`config.mk`:
```
export PLATFORM = sky130hd
export DESIGN_NAME = instr_fetch_buffer
export DESIGN_NICKNAME = d
export VERILOG_FILES = /design/src/rtl/instr_fetch_buffer.sv
export SDC_FILE = /design/constraint.sdc
export NUM_CORES = 1
export LEC_CHECK = 0
export CAP_MARGIN = 5
export CORE_MARGIN = 2
export CORE_UTILIZATION = 53
export DETAILED_ROUTE_END_ITERATION = 8
export MAX_ROUTING_LAYER = met4
export PLACE_DENSITY = 0.76
export SYNTH_ARGS = -nofsm -noshare
export SYNTH_HDL_FRONTEND = slang
export SYNTH_SLANG_ARGS = --single-unit
```
`constraint.sdc`:
```
create_clock -name clk_i -period 8.8 [get_ports clk_i]
set_input_delay 1.32 -clock clk_i [delete_from_list [all_inputs] [get_ports clk_i]]
set_output_delay 1.32 -clock clk_i [all_outputs]
set_load 0.01 [all_outputs]
```
`src/rtl/instr_fetch_buffer.sv`:
```
// Sequential instruction fetch stage: OBI request generation, in-order response FIFO, branch flush.
// Optional build macro FETCH_ERR_EN: per-entry bus error flag and fetch halt on error until branch.
module instr_fetch_buffer #(
  parameter logic [31:0] BOOT_ADDR = 32'h0000_0000,
  parameter int unsigned DEPTH     = 2
) (
  input  logic        clk_i,
  input  logic        rst_ni,
  input  logic        fetch_enable_i,
  input  logic        branch_i,
  input  logic [31:0] branch_addr_i,
  output logic        fetch_valid_o,
  input  logic        fetch_ready_i,
  output logic [31:0] fetch_rdata_o,
  output logic [31:0] fetch_addr_o,
  output logic        fetch_err_o,
  output logic        instr_req_o,
  input  logic        instr_gnt_i,
  output logic [31:0] instr_addr_o,
  input  logic        instr_rvalid_i,
  input  logic [31:0] instr_rdata_i,
  input  logic [6:0]  instr_rdata_intg_i,
  input  logic        instr_err_i
);
  localparam int unsigned AW = $clog2(DEPTH);
  localparam int unsigned CW = $clog2(DEPTH + 1);
  localparam logic [CW-1:0] DEPTH_C = CW'(DEPTH);

  logic [31:0]            next_pc_q, next_pc_d, req_addr_q, req_addr_d;
  logic                   req_pending_q, req_pending_d, stale_q, stale_d;
  logic [CW-1:0]          outstanding_q, outstanding_d, discard_q, discard_d, count_q, count_d;
  logic [AW-1:0]          wr_ptr_q, wr_ptr_d, rd_ptr_q, rd_ptr_d, aq_wr_q, aq_wr_d, aq_rd_q, aq_rd_d;
  logic [DEPTH-1:0][31:0] fifo_data_q, fifo_data_d, fifo_addr_q, fifo_addr_d, aq_q, aq_d;

  logic          grant, drop_old, push, pop, issue, halt_block, unused_in;
  logic [CW:0]   inflight;
  logic [AW-1:0] head;

  assign grant    = req_pending_q & instr_gnt_i;
  assign drop_old = instr_rvalid_i & (discard_q != '0);
  assign push     = instr_rvalid_i & ~branch_i & ~drop_old;
  assign pop      = fetch_valid_o & fetch_ready_i & ~branch_i;
  // Discarded responses still occupy outstanding slots but will never land in the FIFO.
  assign inflight = {1'b0, count_q} + {1'b0, outstanding_q} - {1'b0, discard_q};
  assign issue    = ~branch_i & ~req_pending_q & fetch_enable_i & ~halt_block
                  & (inflight < {1'b0, DEPTH_C}) & (outstanding_q < DEPTH_C);

  // When empty, show the most recently popped (or flushed) entry so outputs hold.
  assign head          = (count_q == '0) ? rd_ptr_q - AW'(1) : rd_ptr_q;
  assign fetch_valid_o = (count_q != '0);
  assign fetch_rdata_o = fifo_data_q[head];
  assign fetch_addr_o  = fifo_addr_q[head];
  assign instr_req_o   = req_pending_q;
  assign instr_addr_o  = req_addr_q;

  always_comb begin
    next_pc_d     = next_pc_q;
    req_addr_d    = req_addr_q;
    req_pending_d = req_pending_q;
    outstanding_d = outstanding_q + CW'(grant) - CW'(instr_rvalid_i);
    discard_d     = discard_q;
    stale_d       = stale_q;
    count_d       = count_q;
    wr_ptr_d      = wr_ptr_q;
    rd_ptr_d      = rd_ptr_q;
    aq_wr_d       = aq_wr_q;
    aq_rd_d       = aq_rd_q;
    aq_d          = aq_q;
    fifo_data_d   = fifo_data_q;
    fifo_addr_d   = fifo_addr_q;
    if (grant) begin
      req_pending_d = 1'b0;
      aq_d[aq_wr_q] = req_addr_q;
      aq_wr_d       = aq_wr_q + AW'(1);
    end
    if (instr_rvalid_i) aq_rd_d = aq_rd_q + AW'(1);
    if (issue) begin
      req_pending_d = 1'b1;
      req_addr_d    = next_pc_q;
      next_pc_d     = next_pc_q + 32'd4;
    end
    if (push) begin
      fifo_data_d[wr_ptr_q] = instr_rdata_i;
      fifo_addr_d[wr_ptr_q] = aq_q[aq_rd_q];
    end
    if (branch_i) begin
      next_pc_d = {branch_addr_i[31:2], 2'b00};
      count_d   = '0;
      rd_ptr_d  = (count_q != '0) ? rd_ptr_q + AW'(1) : rd_ptr_q;
      wr_ptr_d  = rd_ptr_d;
      // Everything granted and not yet returned is now stale, including a same-cycle grant.
      discard_d = outstanding_d;
      stale_d   = req_pending_q & ~instr_gnt_i;
    end else begin
      count_d   = count_q + CW'(push) - CW'(pop);
      if (push) wr_ptr_d = wr_ptr_q + AW'(1);
      if (pop)  rd_ptr_d = rd_ptr_q + AW'(1);
      discard_d = discard_q - CW'(drop_old) + CW'(grant & stale_q);
      if (grant) stale_d = 1'b0;
    end
  end

  always_ff @(posedge clk_i or negedge rst_ni) begin
    if (!rst_ni) begin
      next_pc_q     <= BOOT_ADDR;
      req_addr_q    <= BOOT_ADDR;
      req_pending_q <= 1'b0;
      stale_q       <= 1'b0;
      outstanding_q <= '0;
      discard_q     <= '0;
      count_q       <= '0;
      wr_ptr_q      <= '0;
      rd_ptr_q      <= '0;
      aq_wr_q       <= '0;
      aq_rd_q       <= '0;
      aq_q          <= '0;
      fifo_data_q   <= '0;
      fifo_addr_q   <= '0;
    end else begin
      next_pc_q     <= next_pc_d;
      req_addr_q    <= req_addr_d;
      req_pending_q <= req_pending_d;
      stale_q       <= stale_d;
      outstanding_q <= outstanding_d;
      discard_q     <= discard_d;
      count_q       <= count_d;
      wr_ptr_q      <= wr_ptr_d;
      rd_ptr_q      <= rd_ptr_d;
      aq_wr_q       <= aq_wr_d;
      aq_rd_q       <= aq_rd_d;
      aq_q          <= aq_d;
      fifo_data_q   <= fifo_data_d;
      fifo_addr_q   <= fifo_addr_d;
    end
  end

`ifdef FETCH_ERR_EN
  logic [DEPTH-1:0] fifo_err_q, fifo_err_d;
  logic             halted_q, halted_d;

  // An error response stops issue in its own cycle as well, not just from the next one.
  assign halt_block  = halted_q | (push & instr_err_i);
  assign fetch_err_o = fifo_err_q[head];
  assign unused_in   = ^{instr_rdata_intg_i, branch_addr_i[1:0]};

  always_comb begin
    fifo_err_d = fifo_err_q;
    halted_d   = halted_q;
    if (push) fifo_err_d[wr_ptr_q] = instr_err_i;
    if (branch_i)                 halted_d = 1'b0;
    else if (push && instr_err_i) halted_d = 1'b1;
  end

  always_ff @(posedge clk_i or negedge rst_ni) begin
    if (!rst_ni) begin
      fifo_err_q <= '0;
      halted_q   <= 1'b0;
    end else begin
      fifo_err_q <= fifo_err_d;
      halted_q   <= halted_d;
    end
  end
`else
  assign halt_block  = 1'b0;
  assign fetch_err_o = 1'b0;
  assign unused_in   = ^{instr_rdata_intg_i, branch_addr_i[1:0], instr_err_i};
`endif

endmodule

```
# Word level (Yosys, flattened, before mapping)
# Index checks and enable logic that the tools add are counted.
[word_totals] ram_bits=0 rom_bits=0 latchBits=0 output_inout_bits=99 regBits=268 inputBits=79 memories=0
[classes] magnitude_cmp=8 n_eq_ne=0 bitwise_logic=16 shifts=0 n_mux=26 multipliers=0 n_div=0 n_reduce_logical=10 n_addsub=14
[ops] cell="32-bit two-way mux" count=10
[ops] cell="64-bit bitwise mux" count=3
[ops] cell="32-bit demux with 1-bit select" count=2
[ops] cell="32-bit by 3-bit adder with 32-bit output (second input constant)" count=1
[ops] cell="2-bit nonzero test" count=7
[ops] cell="1-bit bitwise AND" count=12
[ops] cell="1-bit two-way mux" count=9
[ops] cell="1-bit by 2-bit less-than comparator with 1-bit output (second input constant)" count=4
[ops] cell="2-bit by 1-bit adder with 2-bit output" count=3
[ops] cell="2-bit by 1-bit subtractor with 2-bit output" count=3
[ops] cell="1-bit adder (second input constant)" count=4
[ops] cell="2-bit two-way mux" count=2
[ops] cell="1-bit inverter" count=4
[ops] cell="2-bit by 2-bit adder with 3-bit output" count=1
[ops] cell="3-bit by 2-bit less-than comparator with 1-bit output (second input constant)" count=1
[ops] cell="3-bit by 2-bit subtractor with 3-bit output" count=1
[ops] cell="1-bit >= comparator (second input constant)" count=2
[ops] cell="1-bit logical AND" count=2
[ops] cell="2-bit zero test" count=1
[ops] cell="2-bit less-than comparator (second input constant)" count=1
[ops] cell="1-bit subtractor (second input constant)" count=1

# Logic depth before layout (Yosys ltp)
[depth] depth_word=7 mapped_depth=10 ltp_nobuf=9

# Least setup slack after synthesis
# No wires, ideal clock.
[synth_path] kind="register to output" from="reg count_q[1]" to="out fetch_addr_o[10]" stages_incl_launch_ff=5 required_ps=7480 path_buffers=1 t_arrival_ps=1674 slack_ps=5806 path_cell_list="dfrtp_1 nor2_1 xnor2_1 clkbuf_1 mux2_2"
[synth_via] elab_chain_len=4
[synth_lines] item="from (decl)" line="31" text="logic [CW-1:0] outstanding_q, outstanding_d, discard_q, discard_d, count_q, count_d;"
[synth_lines] item="from (signal assigned)" line="126" text="count_q <= count_d;"
[synth_lines] item="2-bit zero test" line="49" text="assign head = (count_q == '0) ? rd_ptr_q - AW'(1) : rd_ptr_q;"
[synth_lines] item="1-bit two-way mux" line="49"
[synth_lines] item="32-bit two-way mux (not written as such) (2 in a row)" line="52" text="assign fetch_addr_o = fifo_addr_q[head];"
[synth_lines] item="to (decl)" line="15" text="output logic [31:0] fetch_addr_o,"
# No other way between the ends. The select of a mux whose other input is x is not followed.

# Worst setup path in the final report
[layout_path] from="reg count_q[1]" to="out fetch_addr_o[13]"
# The elaborated chain is that of the path after synthesis.

==> flow_summary.ini <==
[yosys]
syn_avg_cell_area_um2 = 12.72
yosysTopAreaCellShare_pct = 56.46
yosysUniqueCellTypes = 44
synth_ff_type = dfrtp_1
synthTopCellsByArea = dfrtp_1, mux2_1, mux2_2
synth_edf_count = 0
ys_seq_elements = 256
ys_seq_area_share_pct = 56.46
async_reset_ff_share_pct = 100.0
synth_top_cell_by_area = dfrtp_1
syn_inst = 892
ys_warn_count = 0
syn_area_mm2 = 0.01135

[worst_setup_path]
worstPathArrival_ps = 3060
worstPathCellList = nor2_1 -> xnor2_2 -> buf_4 -> mux2_2 -> clkdlybuf4s50_1
critPathRequiredTime_ps = 7480
reg2reg_to = instr_addr_o[30]$_DFFE_PN0P_
critPathLaunchType = register
rr_startpoint = outstanding_q[1]$_DFF_PN0_
slowest_stage = buf_4
regToRegSetupSlack_ps = 5320
end_kind = output port
critical_path_class = reg -> out
cp_slowest_stage_delay_ps = 730
crit_fanout = 63
r2r_cells = 8

[route]
drtIter0Drc = 262
drt-total-wl_mm = 22.59
routed_via_density = 5.330
drc = 0
routedWlPerCell_um = 16.94
antenna_left = 0
dr.pass1.iters = 6
vias = 7110

[timing]
tightestPinTransition_ps = 1070
min_period_over_period_pct = 49.77
finalHoldViolCount = 0
hold_slack_ps = 474.3
fin_crit_ps = 4380
fmax_mhz = 228.3
slew_viol_final = 0
rsz0062_at_grt = no
finalSetupViolCount = 0
maxSlewHeadroom_pct = 28.67
worst_clock_skew_ps = 13.59
final.setup.tns_ps = 0

[min_path]
min_delay_path_depth = 2
holdCritPathClass = reg -> reg
holdPathEnd = fifo_addr_q[61]$_DFFE_PN0P_
min_from = fifo_addr_q[61]$_DFFE_PN0P_

[final_layout]
fillers = 1605
area_delta_synth_final_pct = 23.61
drive_gt1_share_pct = 15.20
layout.nets = 1130
layout_common_cells = dfrtp_1, clkdlybuf4s50_1, mux2_1, mux2_2, nand2_1
diodes = 0
mostFrequentLayoutCell = dfrtp_1

[place]
place.gp.congestion = 0.7970
dp_hpwl_mm = 14.77
portBuffers = 162

[die]
ios = 178
core.rowCount = 53
dieHeight_um = 150.3
initial_utilization_pct = 53.98
core_mm2 = 0.02102
die_w_um = 150.3
die_area_mm2 = 0.02260

[grt]
grt_pass1_vias = 7190
track_usage_pct = 21.02
grt_max_degree = 107
grt-ovfl-total = 0
grt_pass1_wl_mm = 37.10
antenna_found_initial = 0

[power]
switchingPower_mw = 1.597
sequentialPowerShare_pct = 38.5
comb_power_share_pct = 39.9
p_int_mw = 3.430
powerDensity_mw_per_mm2 = 358.4
worst_ir_drop_vdd_mv = 0.2412
power_frac_clock_pct = 21.6
p_leak_nw = 6.268
swShare_pct = 31.76

[cts]
cts_htree_levels = 1
numCtsBuffers = 27
cts_sinks = 256
cts_hold_buffers = 0
tritoncts = done
post_cts_buffers = 0
clock_latency_ps = 520
ctsResizeCount = 0
path_clk_slew_ps = 60
cts_buffer_depth = 3
cts-root-buf = clkbuf_16

[flow_run]
cap_violations = 0

[run_status]
status = completed
## area by class of cell
class	instances	area, um^2	area share (%)
sequential	256	6407	45.68
timing repair buffer	171	1689	12.04
multi-input combinational	572	4677	33.35
inverter	13	48.80	0.3479
tap	275	344.1	2.453
clock buffer	37	773.2	5.513
clock inverter	10	86.33	0.6155
## stage by stage
step / cell area, um^2 / cells / setup slack, ps / power, mW / utilization (%)
2_1_floorplan: 11360 / 896 / 5806 / 3.035 / -
3_3_place_gp: 13170 / 1287 / 4594 / 3.929 / 62.63
3_5_place_dp: 13170 / 1287 / 4557 / 3.985 / 62.63
4_1_cts: 14030 / 1334 / 4363 / 5.090 / 66.72
5_1_grt: 14030 / 1334 / 4262 / 5.349 / 66.72
6_report: 14030 / 1334 / 4420 / 5.027 / 66.72
## cells in the mapped netlist, drive strengths merged, types with 2 or more instances
library cell	n
clkbuf	29
nor4	9
buf	26
o21ai	61
dfrtp	256
or4	2
a21oi	31
and3	6
ha	8
inv	13
nand2	75
nand4	6
xor2	10
nor2	39
or2	2
fa	2
nand3	14
xnor2	31
mux2i	32
mux2	219
nor3	8
## layer usage
metal / vias up / track usage (%) / part of all wire (%)
met1: 3505 / 29.81 / 48
met4: 0 / 5.094 / 1.9
li1: 3407 / - / -
met5: - / - / 0
met2: 169 / 32.50 / 46
met3: 29 / 2.818 / 4.7
## worst max-delay path, delay by kind of cell, from the launching register on
| family | cells | cell delay [ps] |
|---|---|---|
| mux | 1 | 410 |
| xor+xnor | 1 | 150 |
| simple gates | 1 | 270 |
| buf+inv | 2 | 1260 |
| flops | 1 | 420 |
## sequential cells by signal, summed over array words and instances, names as in the netlist
| name | cells |
|---|---|
| outstanding_q | 2 |
| wr_ptr_q | 1 |
| count_q | 2 |
| aq_q | 60 |
| instr_req_o | 1 |
| rd_ptr_q | 1 |
| stale_q | 1 |
| fifo_data_q | 64 |
| instr_addr_o | 30 |
| next_pc_q | 30 |
| discard_q | 2 |
| aq_wr_q | 1 |
| aq_rd_q | 1 |
| fifo_addr_q | 60 |
## how the worst max path moves through the flow
stage / startpoint / to / slack [ps]
3_3_place_gp: instr_rvalid_i / fifo_data_q[20]$_DFFE_PN0P_ / 4590
3_5_place_dp: instr_rvalid_i / fifo_data_q[5]$_DFFE_PN0P_ / 4560
6_report: count_q[1]$_DFF_PN0_ / fetch_addr_o[13] / 4420
5_1_grt: count_q[1]$_DFF_PN0_ / fetch_addr_o[17] / 4260
4_1_cts: count_q[1]$_DFF_PN0_ / fetch_addr_o[17] / 4360
2_1_floorplan: count_q[1]$_DFF_PN0_ / fetch_addr_o[10] / 5810
## power groups by stage
stage	clock, mW	combinational [mW]	sequential, mW
3_5_place_dp	0	2.03	1.96
5_1_grt	1.16	2.18	2.00
3_3_place_gp	0	2.00	1.93
2_1_floorplan	0	1.19	1.85
6_report	1.09	2.01	1.93
4_1_cts	1.11	2.04	1.94
## cell families after synthesis
logic type               synth area share, %
other                                0.03305
AND/OR/NAND/NOR                        7.697
flip-flops                             56.46
adder cells (fa/ha/maj)                1.235
AO/OA/AOI/OAI                          4.179
multiplexers                           24.56
XOR/XNOR                               3.165
buffers and inverters                  2.679
Power figures use the tool's default switching activity.
